===== src/rtl/digit_scan.sv =====
// Six-digit seven-segment scan controller; outputs are a pure mux of idx/active, no added latency.
// Loads are double-buffered and applied only at the frame wrap, so every frame shows one value.
module digit_scan #(
  parameter int DIV_CNT = 50000,
  parameter bit LZB_EN  = 1'b0
) (
  input  logic        clk,
  input  logic        rst,
  input  logic [23:0] data_in,
  input  logic [5:0]  en_in,
  input  logic        load,
  output logic [3:0]  data_disp,
  output logic [2:0]  ctrl,
  output logic        upd_pend,
  output logic        frame_start
);

  localparam int            CW      = (DIV_CNT > 1) ? $clog2(DIV_CNT) : 1;
  localparam logic [CW-1:0] CNT_MAX = CW'(DIV_CNT - 1);

  logic [CW-1:0] cnt_q, cnt_d;
  logic [2:0]    idx_q, idx_d;
  logic [23:0]   act_data_q, act_data_d;
  logic [5:0]    act_en_q, act_en_d;
  logic [23:0]   pend_data_q, pend_data_d;
  logic [5:0]    pend_en_q, pend_en_d;
  logic          upd_pend_q, upd_pend_d;
  logic          frame_start_q, frame_start_d;
  logic          tick, wrap;
  logic [5:0]    blank;
  logic          zero_above;
  logic [3:0]    nib;
  logic          shown;

  always_comb begin
    tick          = (cnt_q == CNT_MAX);
    wrap          = tick && (idx_q == 3'd5);
    cnt_d         = tick ? '0 : cnt_q + 1'b1;
    idx_d         = idx_q;
    if (tick) begin
      idx_d = (idx_q == 3'd5) ? 3'd0 : idx_q + 3'd1;
    end
    act_data_d    = act_data_q;
    act_en_d      = act_en_q;
    pend_data_d   = pend_data_q;
    pend_en_d     = pend_en_q;
    upd_pend_d    = upd_pend_q;
    frame_start_d = wrap;
    // Transfer uses the old pending value; a coincident load refills pending afterwards.
    if (wrap && upd_pend_q) begin
      act_data_d = pend_data_q;
      act_en_d   = pend_en_q;
      upd_pend_d = 1'b0;
    end
    if (load) begin
      pend_data_d = data_in;
      pend_en_d   = en_in;
      upd_pend_d  = 1'b1;
    end
  end

  always_ff @(posedge clk or posedge rst) begin
    if (rst) begin
      cnt_q         <= '0;
      idx_q         <= 3'd0;
      act_data_q    <= 24'd0;
      act_en_q      <= 6'b111111;
      pend_data_q   <= 24'd0;
      pend_en_q     <= 6'b111111;
      upd_pend_q    <= 1'b0;
      frame_start_q <= 1'b0;
    end else begin
      cnt_q         <= cnt_d;
      idx_q         <= idx_d;
      act_data_q    <= act_data_d;
      act_en_q      <= act_en_d;
      pend_data_q   <= pend_data_d;
      pend_en_q     <= pend_en_d;
      upd_pend_q    <= upd_pend_d;
      frame_start_q <= frame_start_d;
    end
  end

  // Digit i is leading-blanked when nibbles i..5 are all zero; digit 0 always shows.
  always_comb begin
    blank      = 6'b000000;
    zero_above = 1'b1;
    if (LZB_EN) begin
      for (int i = 5; i >= 1; i--) begin
        zero_above = zero_above && (act_data_q[4*i +: 4] == 4'h0);
        blank[i]   = zero_above;
      end
    end
  end

  always_comb begin
    nib   = 4'h0;
    shown = 1'b0;
    case (idx_q)
      3'd0: begin nib = act_data_q[3:0];   shown = act_en_q[0] && !blank[0]; end
      3'd1: begin nib = act_data_q[7:4];   shown = act_en_q[1] && !blank[1]; end
      3'd2: begin nib = act_data_q[11:8];  shown = act_en_q[2] && !blank[2]; end
      3'd3: begin nib = act_data_q[15:12]; shown = act_en_q[3] && !blank[3]; end
      3'd4: begin nib = act_data_q[19:16]; shown = act_en_q[4] && !blank[4]; end
      3'd5: begin nib = act_data_q[23:20]; shown = act_en_q[5] && !blank[5]; end
      default: begin nib = 4'h0; shown = 1'b0; end
    endcase
  end

  assign data_disp   = nib;
  assign ctrl        = shown ? idx_q : 3'd7;
  assign upd_pend    = upd_pend_q;
  assign frame_start = frame_start_q;

endmodule

===== config.mk =====
export PLATFORM = sky130hd
export DESIGN_NAME = digit_scan
export DESIGN_NICKNAME = d
export VERILOG_FILES = /design/src/rtl/digit_scan.sv
export SDC_FILE = /design/constraint.sdc
export NUM_CORES = 1
export LEC_CHECK = 0
export BUFFER_PORTS_ARGS = -buffer_cell sky130_fd_sc_hd__clkbuf_2
export CAP_MARGIN = 20
export CORE_ASPECT_RATIO = 1.1
export CORE_MARGIN = 4
export CORE_UTILIZATION = 52
export DETAILED_ROUTE_END_ITERATION = 7
export PLACE_DENSITY_LB_ADDON = 0.2
export SLEW_MARGIN = 25
export SYNTH_ARGS = -nofsm -noshare
export SYNTH_HDL_FRONTEND = slang
export SYNTH_SLANG_ARGS = --single-unit

===== constraint.sdc =====
create_clock -name clk -period 4.4 [get_ports clk]
set_input_delay 0.88 -clock clk [delete_from_list [all_inputs] [get_ports clk]]
set_output_delay 0.88 -clock clk [all_outputs]
set_load 0.01 [all_outputs]

Yosys cells after proc, flatten, opt, wreduce, memory -nomap -nowiden:

Index checks and enable logic that the tools add are counted.
W data, S select, Z words.

* flip-flop bits (word level): 81
* bits of input ports: 33
* output and inout port bits: 9
* logic and storage cells: 27

* $add $sub $neg: 2
* equality and inequality tests: 6
* muxes and demuxes: 7
* reduce and logical (&&, ||, !) cells: 4

Operator list (count)
* $pmux W4 S6: 1
* $add A16 B1 Y16 const B: 1
* $eq A16 B16 Y1 const B: 1
* $mux W16: 1
* $eq A3 B2 Y1 const B: 2
* $eq A3 B3 Y1 const B: 2
* $mux W3: 2
* $pmux W1 S6: 1
* $add A3 B1 Y3 const B: 1
* $eq A3 B1 Y1 const B: 1
* $logic_not A3 Y1: 1
* $logic_and A1 B1 Y1: 2
* $mux W1: 2
* $reduce_bool A2 Y1: 1

Logic depth before layout (Yosys ltp):

Gate-level depths: netlist of the first run.

* depth in word-level cells: 5
* gate-level depth with buffers: 7
* gate-level depth less buffers: 5

Worst setup path after synthesis of the first run:

No wires, ideal clock.

* path kind: flip-flop to output port
* start: register idx_q[0]
* end: output ctrl[0]
* arrival time: 1580 ps
* data required time: 3520 ps
* setup slack: 1940 ps
* cell stages (with the launch flop): 7
* path buffers: 1
* cells stage by stage: dfrtp_1 > clkbuf_1 > and2_1 > ha_1 > a32o_1 > a21oi_1 > or2_2

* word-level cells in the longest chain between the ends: 3
* elaborated cells on any way between the ends: 8
* those cells by class: eq/ne (5); mux (2); reduce/logical (1)

Ends and longest elaborated chain
* start, declared: line 22 `logic [2:0] idx_q, idx_d;`
* start signal, assigned: line 74 `idx_q <= idx_d;`
* $eq A3 B3 Y1, or another cell as far along: line 99 `case (idx_q)`
* $pmux W1 S6: line 99
* $mux W3 *: line 111 `assign ctrl = shown ? idx_q : 3'd7;`
* end, declared: line 13 `output logic [2:0] ctrl,`

Every way passes the cells marked *; elsewhere a longest branch is shown, timed or not.

Worst setup path in the final report of the first run:

* start: register idx_q[0]
* end: output ctrl[2]

* word-level cells in the longest chain between the ends: 3
* elaborated cells on any way between the ends: 8
* those cells by class: eq/ne (5); mux (2); reduce/logical (1)

Ends and longest elaborated chain (line)
* $eq A3 B3 Y1, or another cell as far along: 99
* $pmux W1 S6 *: 99
* $mux W3 *: 111

Marked as above.

==> run metrics, run 1 <==
Clock transition at path regs 0.07 ns; die width 87.1 um; nets around 330; htree depth 3; core area roughly 0.0066 mm^2; post-synthesis cell type count 40; layout cells sized above 1 45.8%; initial core utilization between 50% and 60%; Fin. Hold Viols 0; Comb power frac around 4.9%; crit path kind reg -> out; IO buf count 41; Syn. warnings 0; Power Internal about 1.1 mW; number of setup violations in the final report 0; most instantiated cells after synthesis 69 x dfrtp_1, 32 x mux2_2, 30 x mux2_4; TritonCTS clock tree done; dpl ws around 1.8 ns; critical path's top delay family flip-flops; Leak around 1.9 nW; worst setup margin ~1.4 ns; # hold bufs at CTS 0; CTS Root Cell clkbuf_8; Clk Latency, worst-skew pair around 0.34 ns; Sw Ratio a little over a fifth; GP Congestion 0.832; Total Die Area roughly 0.0083 mm^2; diodes inserted 0; Sw Pwr roughly 0.28 mW; Worst EP required approximately 3.5 ns; Async SR Flop Fraction 100%; detailed-route DRC error count 0; first-pass GRT wire length 10.8 mm; Largest stage delay, worst path about 0.65 ns; most frequent cell after synthesis dfrtp_1; Synth Area per Inst between 10 and 15 um^2; Die Ht 95.0 um; Hold Path Class reg -> reg; status complete, no violations; endpoint class of the critical path output port; Detailed Route WL between 6 and 7 mm; Yosys reg bits 81; Worst-Margin Slew slightly below 0.8 ns; crit path DAT 2.12 ns; MaxCap Viol Count 0; Synth area leaders dfrtp_1 48%, mux2_4 13%, mux2_2 10%; Post-synth EDFFs 0; largest net degree at the start of global routing 42; Power Dens Cells ~330 mW/mm^2; Bufs on Longest Clock Path 2; Synth Flop Type dfrtp_1; Syn Nets roughly 280; Crit-path slowest cell dfrtp_1; Site Rows 31; Syn Std Cell Area around 0.0036 mm^2; RSZ-0062 raised after global routing no; Tcrit/Tclk final 68.1%; post_cts resized 0; CP Buf/Inv Count 1; Cells after Synth about 250; vias in the first global route ~2.1k; DR iter-0 viols 133; Max Transition Viols Final 0; Tot GR Track Use 17.3%; Area Growth Syn to Fin 11.9%; overall power roughly 1.3 mW; fill cell count 546; Routed WL per cell between 15 and 20 um; Num CTS Buffers 9; maximum vdd drop approximately 230 uV; skew final 0.00768 ns; Core Util, Final between 60 and 70%; Ports 42; Routed Antenna Nets 0; Crit Path Max Fanout 14; max_slew headroom 47.1%; FMAX 334 MHz; Pre-antenna DRT Iters 4; placed wire-length estimate about 4.4 mm; clock share of power between 30% and 40%; GR Overflow Total 0; leading area contributor after synthesis dfrtp_1; post-synth top area share between 40 and 50%; Worst Hold Slack 0.501 ns; Via Count ~2k; # Post-CTS Setup Buffers 0; Seq pwr share between 50% and 60%; Setup TNS 0 ns; # clock sinks 81; initial antenna violation count 0; Critical Path Start Type flip-flop; CP cell instances and2_1 -> ha_1 -> a32o_1 -> a21oi_1 -> or2_2 -> clkbuf_2; via/cell ratio between 5 and 6; Seq/Total Area, Yosys roughly 57%; post-layout min period approximately 3 ns
[sequential cells by signal, summed over array words and instances (netlist names)]
name         flops
act_data_q      24
frame_start      1
pend_en_q        6
upd_pend         1
idx_q            3
cnt_q           16
pend_data_q     24
act_en_q         6
[metal layers]
layer | GRT usage, % | up-vias | part of all wire [%]
li1 | - | 981 | -
met1 | 24.2 | 1014 | 46
met2 | 25.8 | 37 | 48
met3 | 4.01 | 12 | 4.3
met4 | 7.53 | 0 | 1.5
met5 | 0 | - | 0
[layout make-up]
type	instances	area [um^2]	share of cell area, %
sequential	81	2040	51.0
tap	82	103	2.56
timing repair buffer	43	220	5.51
multi-input combinational	152	1450	36.1
clock buffer	16	170	4.25
inverter	5	20.0	0.500
[power groups by stage]
stage	Combinational, mW	Sequential [mW]	Clock, mW
floorplan	0.0449	0.800	0
global placement	0.0652	0.805	0
detailed placement	0.0680	0.806	0
CTS	0.0680	0.791	0.493
global route	0.0745	0.795	0.531
finish	0.0651	0.791	0.478
[cells by family (layout without fill, tap and decap cells)]
logic type                 count (synthesis)  count (layout)  synth area share, %
DFF                                       81              81                 57.1
adders and majority gates                  2               2                0.700
and+or+nand+nor                           53              53                 8.16
buffers and inverters                     16              64                 2.45
muxes                                     65              65                 24.6
AOI/OAI and AO/OA                         20              20                 4.06
xor gates and xnor gates                  12              12                 2.94
[cells in the final DEF, fill, tap and decap left out, types with 2 or more instances in the layout]
master	count
dfrtp_1	69
buf_4	2
and3_1	2
nor4_1	2
xor2_1	5
o21ai_0	3
a21o_1	2
mux2_2	32
mux4_2	3
a21oi_1	2
nand4_1	6
nor4bb_1	2
ha_1	2
nand3_1	5
inv_1	4
clkbuf_8	11
mux2_4	30
or2_2	2
a32oi_1	3
clkbuf_2	41
nor2_1	12
clkbuf_1	5
nand2_1	14
a31oi_1	3
xnor2_1	7
and4_1	3
dfstp_2	12
[worst register-to-register path, stage by stage, from the launching register on]
cell	delay, ns
dfrtp_1	0.40
ha_1	0.23
and3_1	0.27
and4_1	0.29
nand3_4	0.48
mux2_4	0.50
[path summary, 6_finish.rpt]
kind                                             start                         end  slack [ns]  cells after the start
setup / recovery                  idx_q[0]$_DFFE_PP0N_                     ctrl[2]        1.40                      6
hold / removal             pend_data_q[11]$_DFFE_PP0P_  act_data_q[11]$_DFFE_PP0P_        0.50                      1
setup reg to reg                    cnt_q[0]$_DFF_PP0_   act_data_q[0]$_DFFE_PP0P_        2.12                      5
hold reg to reg            pend_data_q[11]$_DFFE_PP0P_  act_data_q[11]$_DFFE_PP0P_        0.50                      1
max in group asynchronous                          rst     act_en_q[1]$_DFFE_PP1P_        2.82                      3
min in group asynchronous                          rst  pend_data_q[0]$_DFFE_PP0P_        0.61                      2
[per-stage QoR]
step	instances	instance area, um^2
3_3_place_gp	363	3830
4_1_cts	379	4000
2_1_floorplan	249	3570
6_report	379	4000
5_1_grt	379	4000
3_5_place_dp	363	3830
Power figures use the tool's default switching activity.
==> run 2: changes to the inputs <==
ABC_AREA = 1   (was default)
clock period = 2.9 ns   (was 4.4 ns; I/O delays follow)
==> run 2 against run 1 <==
Register-to-register slack got worse by 0.99 ns. Via count increased by 54%. Critical path depth stayed put. Sequential share of layout area is 2.8 points lower. Clock power up 69%. Wire length is 30% higher. Die area rose by 5.7%. Non-clock buffer count grew 6. Core utilization fell by 0.22 points. Cell area up 5.8%. Area after synthesis up 6.2%. Largest power group unchanged. Highest routed layer unchanged.
==> run metrics, run 2 <==
GP Congestion 0.871 (+4.7%); Comb power frac 4.6% (-0.3 points); Setup TNS 0 ns (unchanged); Async SR Flop Fraction 100% (unchanged); GR Overflow Total 0 (unchanged); Routed WL per cell 13.6 um (-17%); Worst EP required 2.32 ns (-1.20 ns); clock share of power 38.4% (+2.6 points); Syn Std Cell Area 0.00380 mm^2 (+6.2%); Crit-path slowest cell dfrtp_1; Synth Flop Type dfrtp_1; Post-Place Cells 582 (+60%); crit path DAT 1.96 ns (-0.16 ns); diodes inserted 0 (unchanged); Post-synth EDFFs 0 (unchanged); Sw Pwr 0.467 mW (+65%); Detailed Route WL 8.10 mm (+30%); crit path kind reg -> out; die width 89.5 um (+2.8%); RSZ-0062 raised after global routing no; Tcrit/Tclk final about 88%; CTS Root Cell clkbuf_8; post-layout min period around 2.5 ns; Syn Nets 504 (+77%); first-pass GRT wire length 14.0 mm (+30%); Fin. Hold Viols 0 (unchanged); Seq/Total Area, Yosys 53.8% (-3.4 points); Num CTS Buffers 9 (unchanged); nets 543 (+66%); number of setup violations in the final report 0 (unchanged); MaxCap Viol Count 0 (unchanged); post-synth top area share 45.5% (-2.8 points); skew final 0.0184 ns (+0.0108 ns); critical path's top delay family buffers and inverters; Leak 2.25 nW (+17%); largest registers act_data_q x24, pend_data_q x24, cnt_q x16; vias in the first global route 3101 (+46%); most frequent cell after synthesis nand2_1; status complete, no violations; Total Die Area 0.00874 mm^2 (+5.7%); endpoint class of the critical path output port; post-synthesis cell type count 31 (-23%); overall power 2.10 mW (+57%); Hold Path Class in -> async; Bufs on Longest Clock Path 2 (unchanged); most instantiated cells after synthesis 211 x nand2_1, 69 x dfrtp_1, 34 x nand4_1; Power Dens Cells 495 mW/mm^2 (+49%); Clock transition at path regs 0.09 ns (+0.02 ns); Tot GR Track Use 20.3% (+3.0 points); Synth Area per Inst 8.10 um^2 (-44%); Site Rows 32 (+3.2%); # clock sinks 81 (unchanged); most frequent cells in the layout 211 x nand2_1, 69 x dfrtp_1, 41 x clkbuf_2; Seq pwr share 57.0% (-2.3 points); post_cts resized 0 (unchanged); Synth area leaders dfrtp_1 45%, nand2_1 21%, dfstp_2 8.3%; Via Count 3142 (+54%); Cells after Synth 469 (+88%); Pre-antenna DRT Iters 4 (unchanged); Max Transition Viols Final 0 (unchanged); layout cells sized above 1 17.5% (-28 points); Worst-Margin Slew 0.643 ns (-0.151 ns); Routed Antenna Nets 0 (unchanged); most common cell after layout, fill and taps aside nand2_1; maximum vdd drop 473 uV (+100%); Sw Ratio 22.3% (+1.0 points); largest net degree at the start of global routing 36 (-14%); max_slew headroom 57.1% (+10 points); Yosys reg bits 81 (unchanged); Syn. warnings 0 (unchanged); Largest stage delay, worst path 0.52 ns (-0.13 ns); TritonCTS clock tree done; Die Ht 97.6 um (+2.8%); CP Buf/Inv Count 3 (+2); Power Internal 1.63 mW (+55%); Crit Path Max Fanout 21 (+7); Critical Path Start Type flip-flop; detailed-route DRC error count 0 (unchanged); leading area contributor after synthesis dfrtp_1; final std cells w/o fill 598 (+58%); placed wire-length estimate 5.76 mm (+31%); # Post-CTS Setup Buffers 0 (unchanged); FMAX roughly 390 MHz; CP cell instances nand3_1 -> inv_2 -> buf_4 -> nand2_1 -> nand4_1 -> clkbuf_2; IO buf count 41 (unchanged); initial antenna violation count 0 (unchanged); Clk Latency, worst-skew pair 0.36 ns (+0.02 ns); initial core utilization 53.9% (about the same); via/cell ratio 5.25 (-2.6%); DR iter-0 viols 173 (+30%); # hold bufs at CTS 0 (unchanged); Ports 42 (unchanged); core area 0.00705 mm^2 (+6.2%); Area Growth Syn to Fin 11.5%; htree depth 3 (unchanged)
## run 2: cell families after synthesis
| logic type | after synthesis | synth area share (%) |
|---|---|---|
| xor gates and xnor gates | 6 | 1.38 |
| adders and majority gates | 2 | 0.659 |
| AOI/OAI and AO/OA | 14 | 2.24 |
| DFF | 81 | 53.8 |
| buffers and inverters | 51 | 6.29 |
| and+or+nand+nor | 315 | 35.7 |
## run 2: area by class of cell
type | instances | area, um^2
Multi-Input combinational cell | 337 | 1520
Clock buffer | 13 | 149
Sequential cell | 81 | 2040
Timing Repair Buffer | 49 | 265
Clock inverter | 3 | 42.5
Fill cell | 635 | 2810
Tap cell | 85 | 106
Inverter | 30 | 113
## run 2: worst paths after layout
| path | start | end | slack [ns] | cells past startpoint |
|---|---|---|---|---|
| max | idx_q[2]$_DFFE_PP0N_ | data_disp[2] | 0.36 | 6 |
| max in group asynchronous | rst | act_en_q[5]$_DFFE_PP1P_ | 1.79 | 3 |
| max reg2reg | cnt_q[0]$_DFF_PP0_ | act_data_q[14]$_DFFE_PP0P_ | 1.13 | 7 |
| min reg2reg | pend_en_q[0]$_DFFE_PP1P_ | pend_en_q[0]$_DFFE_PP1P_ | 0.47 | 2 |
| min | rst | act_data_q[1]$_DFFE_PP0P_ | 0.28 | 2 |
| min in group clk | en_in[0] | pend_en_q[0]$_DFFE_PP1P_ | 0.41 | 3 |
## run 2: worst register-to-register path, cell delays in order (launching register included)
cell and delay [ns]:
dfrtp_1 0.39, ha_1 0.23, nand2_2 0.08, nor2_2 0.12, nand3_2 0.13, nor2_8 0.42, nand4_1 0.22, nand2_1 0.10
## run 2: metal layers
layer	track usage, %	up-vias	wire length (um)
li1	-	1565	-
met1	28.7	1481	3760
met2	30.2	77	3740
met3	3.56	19	368
met4	9.39	0	227
met5	0	-	0
## run 2: stage by stage
step	setup slack, ns	area [um^2]	util [%]	hold slack [ns]
floorplan	0.260	3800	-	0.442
global placement	0.807	4040	57.4	0.455
detailed placement	0.745	4040	57.4	0.462
CTS	0.356	4230	60.1	0.295
global route	0.185	4230	60.1	0.341
finish	0.359	4230	60.1	0.284
## run 2: power groups by stage
stage	sequential (mW)	clock, mW	combinational (mW)
2_1_floorplan	1.21	0	0.0590
3_3_place_gp	1.22	0	0.0958
3_5_place_dp	1.22	0	0.0991
4_1_cts	1.20	0.824	0.0990
5_1_grt	1.20	0.870	0.114
6_report	1.20	0.806	0.0954
==> run 3: changes to the inputs <==
PLACE_DENSITY = 0.72   (was default)
PLACE_DENSITY_LB_ADDON = default   (was 0.2)
==> run 3 against run 2 <==
Cell count fell by 0.33%. Wire length fell by 3.1%. Core utilization rose by 0.83 points. Setup slack improved by 0.031 ns. Hold slack got worse by 0.057 ns. Register-to-register slack got worse by 0.20 ns. Die area did not move. Combinational power barely moved. Total power rose by 10%. Cell area rose by 1.4%. Clock skew fell by 0.0086 ns. First-iteration DRC count fell by 14%. Critical endpoint is now ctrl[1].
==> run metrics, run 3 (synthesis gave the netlist of run 2 again) <==
status complete, no violations; CTS Root Cell clkbuf_8; Critical Path Start Type flip-flop; diodes inserted 0 (unchanged); Post-Place Cells 580 (-0.34%); detailed-route DRC error count 0 (unchanged); via/cell ratio 5.14 (-2.1%); Power Dens Cells 538 mW/mm^2 (+8.6%); FMAX 398 MHz (+1.2%); RSZ-0062 raised after global routing no; endpoint class of the critical path output port; GP Congestion 0.889 (+2.1%); layout cells sized above 1 17.8% (+0.26 points); Met1 Wirelength 3.64 mm (-3.2%); Pre-antenna DRT Iters 4 (unchanged); die width 89.5 um (unchanged); crit path kind reg -> out; vias in the first global route 2957 (-4.6%); post_cts resized 0 (unchanged); Leak 2.27 nW (+1.1%); r2r setup slk 0.93 ns (-0.20 ns); Detailed Route WL 7.85 mm (-3.1%); Tcrit/Tclk final 86.6% (-1.1 points); MaxCap Viol Count 0 (unchanged); Via Count 3065 (-2.5%); crit path DAT 1.93 ns (-0.03 ns); first-pass GRT wire length 13.9 mm (-1.2%); Tot GR Track Use 20.1% (-0.26 points); Clk Latency, worst-skew pair 0.35 ns (about the same); DR WL met3 438 um (+19%); largest registers act_data_q x24, pend_data_q x24, cnt_q x16; Ports 42 (unchanged); met2 wire length 3.57 mm (-4.7%); Bufs on Longest Clock Path 2 (unchanged); Seq pwr share 51.7% (-5.3 points); Worst-Margin Slew 0.514 ns (-0.129 ns); post-route cell area 0.00429 mm^2 (+1.4%); Max Transition Viols Final 0 (unchanged); Sw Pwr 0.502 mW (+7.5%); # clock sinks 81 (unchanged); Worst EP required 2.32 ns (about the same); most frequent cells in the layout 211 x nand2_1, 69 x dfrtp_1, 41 x clkbuf_2; IO buf count 41 (unchanged); Worst Hold Slack 0.227 ns (-0.0570 ns); Sw Ratio 21.7% (-0.53 points); largest net degree at the start of global routing 60 (+67%); Hold Path Class in -> async; Setup TNS 0 ns (unchanged); skew final 0.00987 ns (-0.00858 ns); Comb power frac 4.1% (-0.5 points); final std cells w/o fill 596 (-0.33%); placed wire-length estimate 5.43 mm (-5.8%); Area Growth Syn to Fin 13.0%; Crit Path Max Fanout 25 (+19%); max_slew headroom 65.7% (+8.6 points); number of setup violations in the final report 0 (unchanged); DR iter-0 viols 148 (-14%); top sig layer met4; maximum vdd drop 436 uV (-7.8%); post-layout min period 2.51 ns (-0.0306 ns); # hold bufs at CTS 0 (unchanged); Fin. Hold Viols 0 (unchanged); Total Die Area 0.00874 mm^2 (unchanged); initial antenna violation count 0 (unchanged); nets 541 (-0.37%); TritonCTS clock tree done; Die Ht 97.6 um (unchanged); Site Rows 32 (unchanged); Routed Antenna Nets 0 (unchanged); Routed WL per cell 13.2 um (-2.8%); # Post-CTS Setup Buffers 0 (unchanged); htree depth 3 (unchanged); most common cell after layout, fill and taps aside nand2_1; Power Internal 1.81 mW (+11%); Clock transition at path regs 0.09 ns (about the same); core area 0.00705 mm^2 (unchanged); GR Overflow Total 0 (unchanged); Num CTS Buffers 9 (unchanged); placed cell area 0.00404 mm^2 (about the same); clock share of power 44.2% (+5.8 points); initial core utilization 53.9% (unchanged)
## run 3: changes by cell type in the layout (fill, tap and decap cells not counted)
cell,change
buf_4,-3
clkbuf_1,-3
buf_12,+1
bufinv_16,+2
clkinv_4,+2
clkinv_2,-1
## run 3: power groups by stage
| stage | logic (mW) | registers (mW) | clock network [mW] |
|---|---|---|---|
| 2_1_floorplan | 0.0590 | 1.21 | 0 |
| 3_3_place_gp | 0.0964 | 1.21 | 0 |
| 3_5_place_dp | 0.0995 | 1.21 | 0 |
| 4_1_cts | 0.0994 | 1.19 | 1.03 |
| 5_1_grt | 0.114 | 1.20 | 1.09 |
| 6_report | 0.0951 | 1.19 | 1.02 |
## run 3: stage by stage
step / setup WS [ns] / total power, mW / util (%)
global route: 0.130 / 2.40 / 60.9
CTS: 0.411 / 2.32 / 60.9
finish: 0.389 / 2.31 / 60.9
global placement: 0.828 / 1.31 / 57.3
floorplan: 0.260 / 1.27 / -
detailed placement: 0.799 / 1.31 / 57.3
## run 3: layer usage
layer  up-vias  track usage, %
li1       1565               -
met4         0            8.25
met5         -               0
met3        17            4.41
met2        78            29.3
met1      1405            28.6
## run 3: critical path, stage by stage, from the launching register on
cell      delay, ns
dfrtp_1        0.42
inv_1          0.14
nand3_1        0.14
inv_2          0.35
nand2_1        0.10
nand2_1        0.08
nor2_1         0.05
nand2_1        0.09
nand2_1        0.08
clkbuf_2       0.13
## run 3: layout make-up
class / instances / area (um^2)
Clock inverter: 6 / 115
Sequential cell: 81 / 2040
Multi-Input combinational cell: 337 / 1520
Inverter: 30 / 113
Fill cell: 648 / 2750
Timing Repair Buffer: 47 / 263
Clock buffer: 10 / 138
Tap cell: 85 / 106
## run 3: worst paths after layout
| path | endpoint | startpoint | cells past startpoint |
|---|---|---|---|
| worst max-delay path | ctrl[1] | idx_q[1]$_DFFE_PP0N_ | 9 |
| worst min-delay path | cnt_q[2]$_DFF_PP0_ | rst | 2 |
| worst max register to register | act_data_q[8]$_DFFE_PP0P_ | idx_q[1]$_DFFE_PP0N_ | 8 |
| worst min register to register | pend_en_q[3]$_DFFE_PP1P_ | pend_en_q[3]$_DFFE_PP1P_ | 2 |
| max in group asynchronous | act_en_q[3]$_DFFE_PP1P_ | rst | 3 |
| min in group clk | pend_en_q[0]$_DFFE_PP1P_ | en_in[0] | 3 |
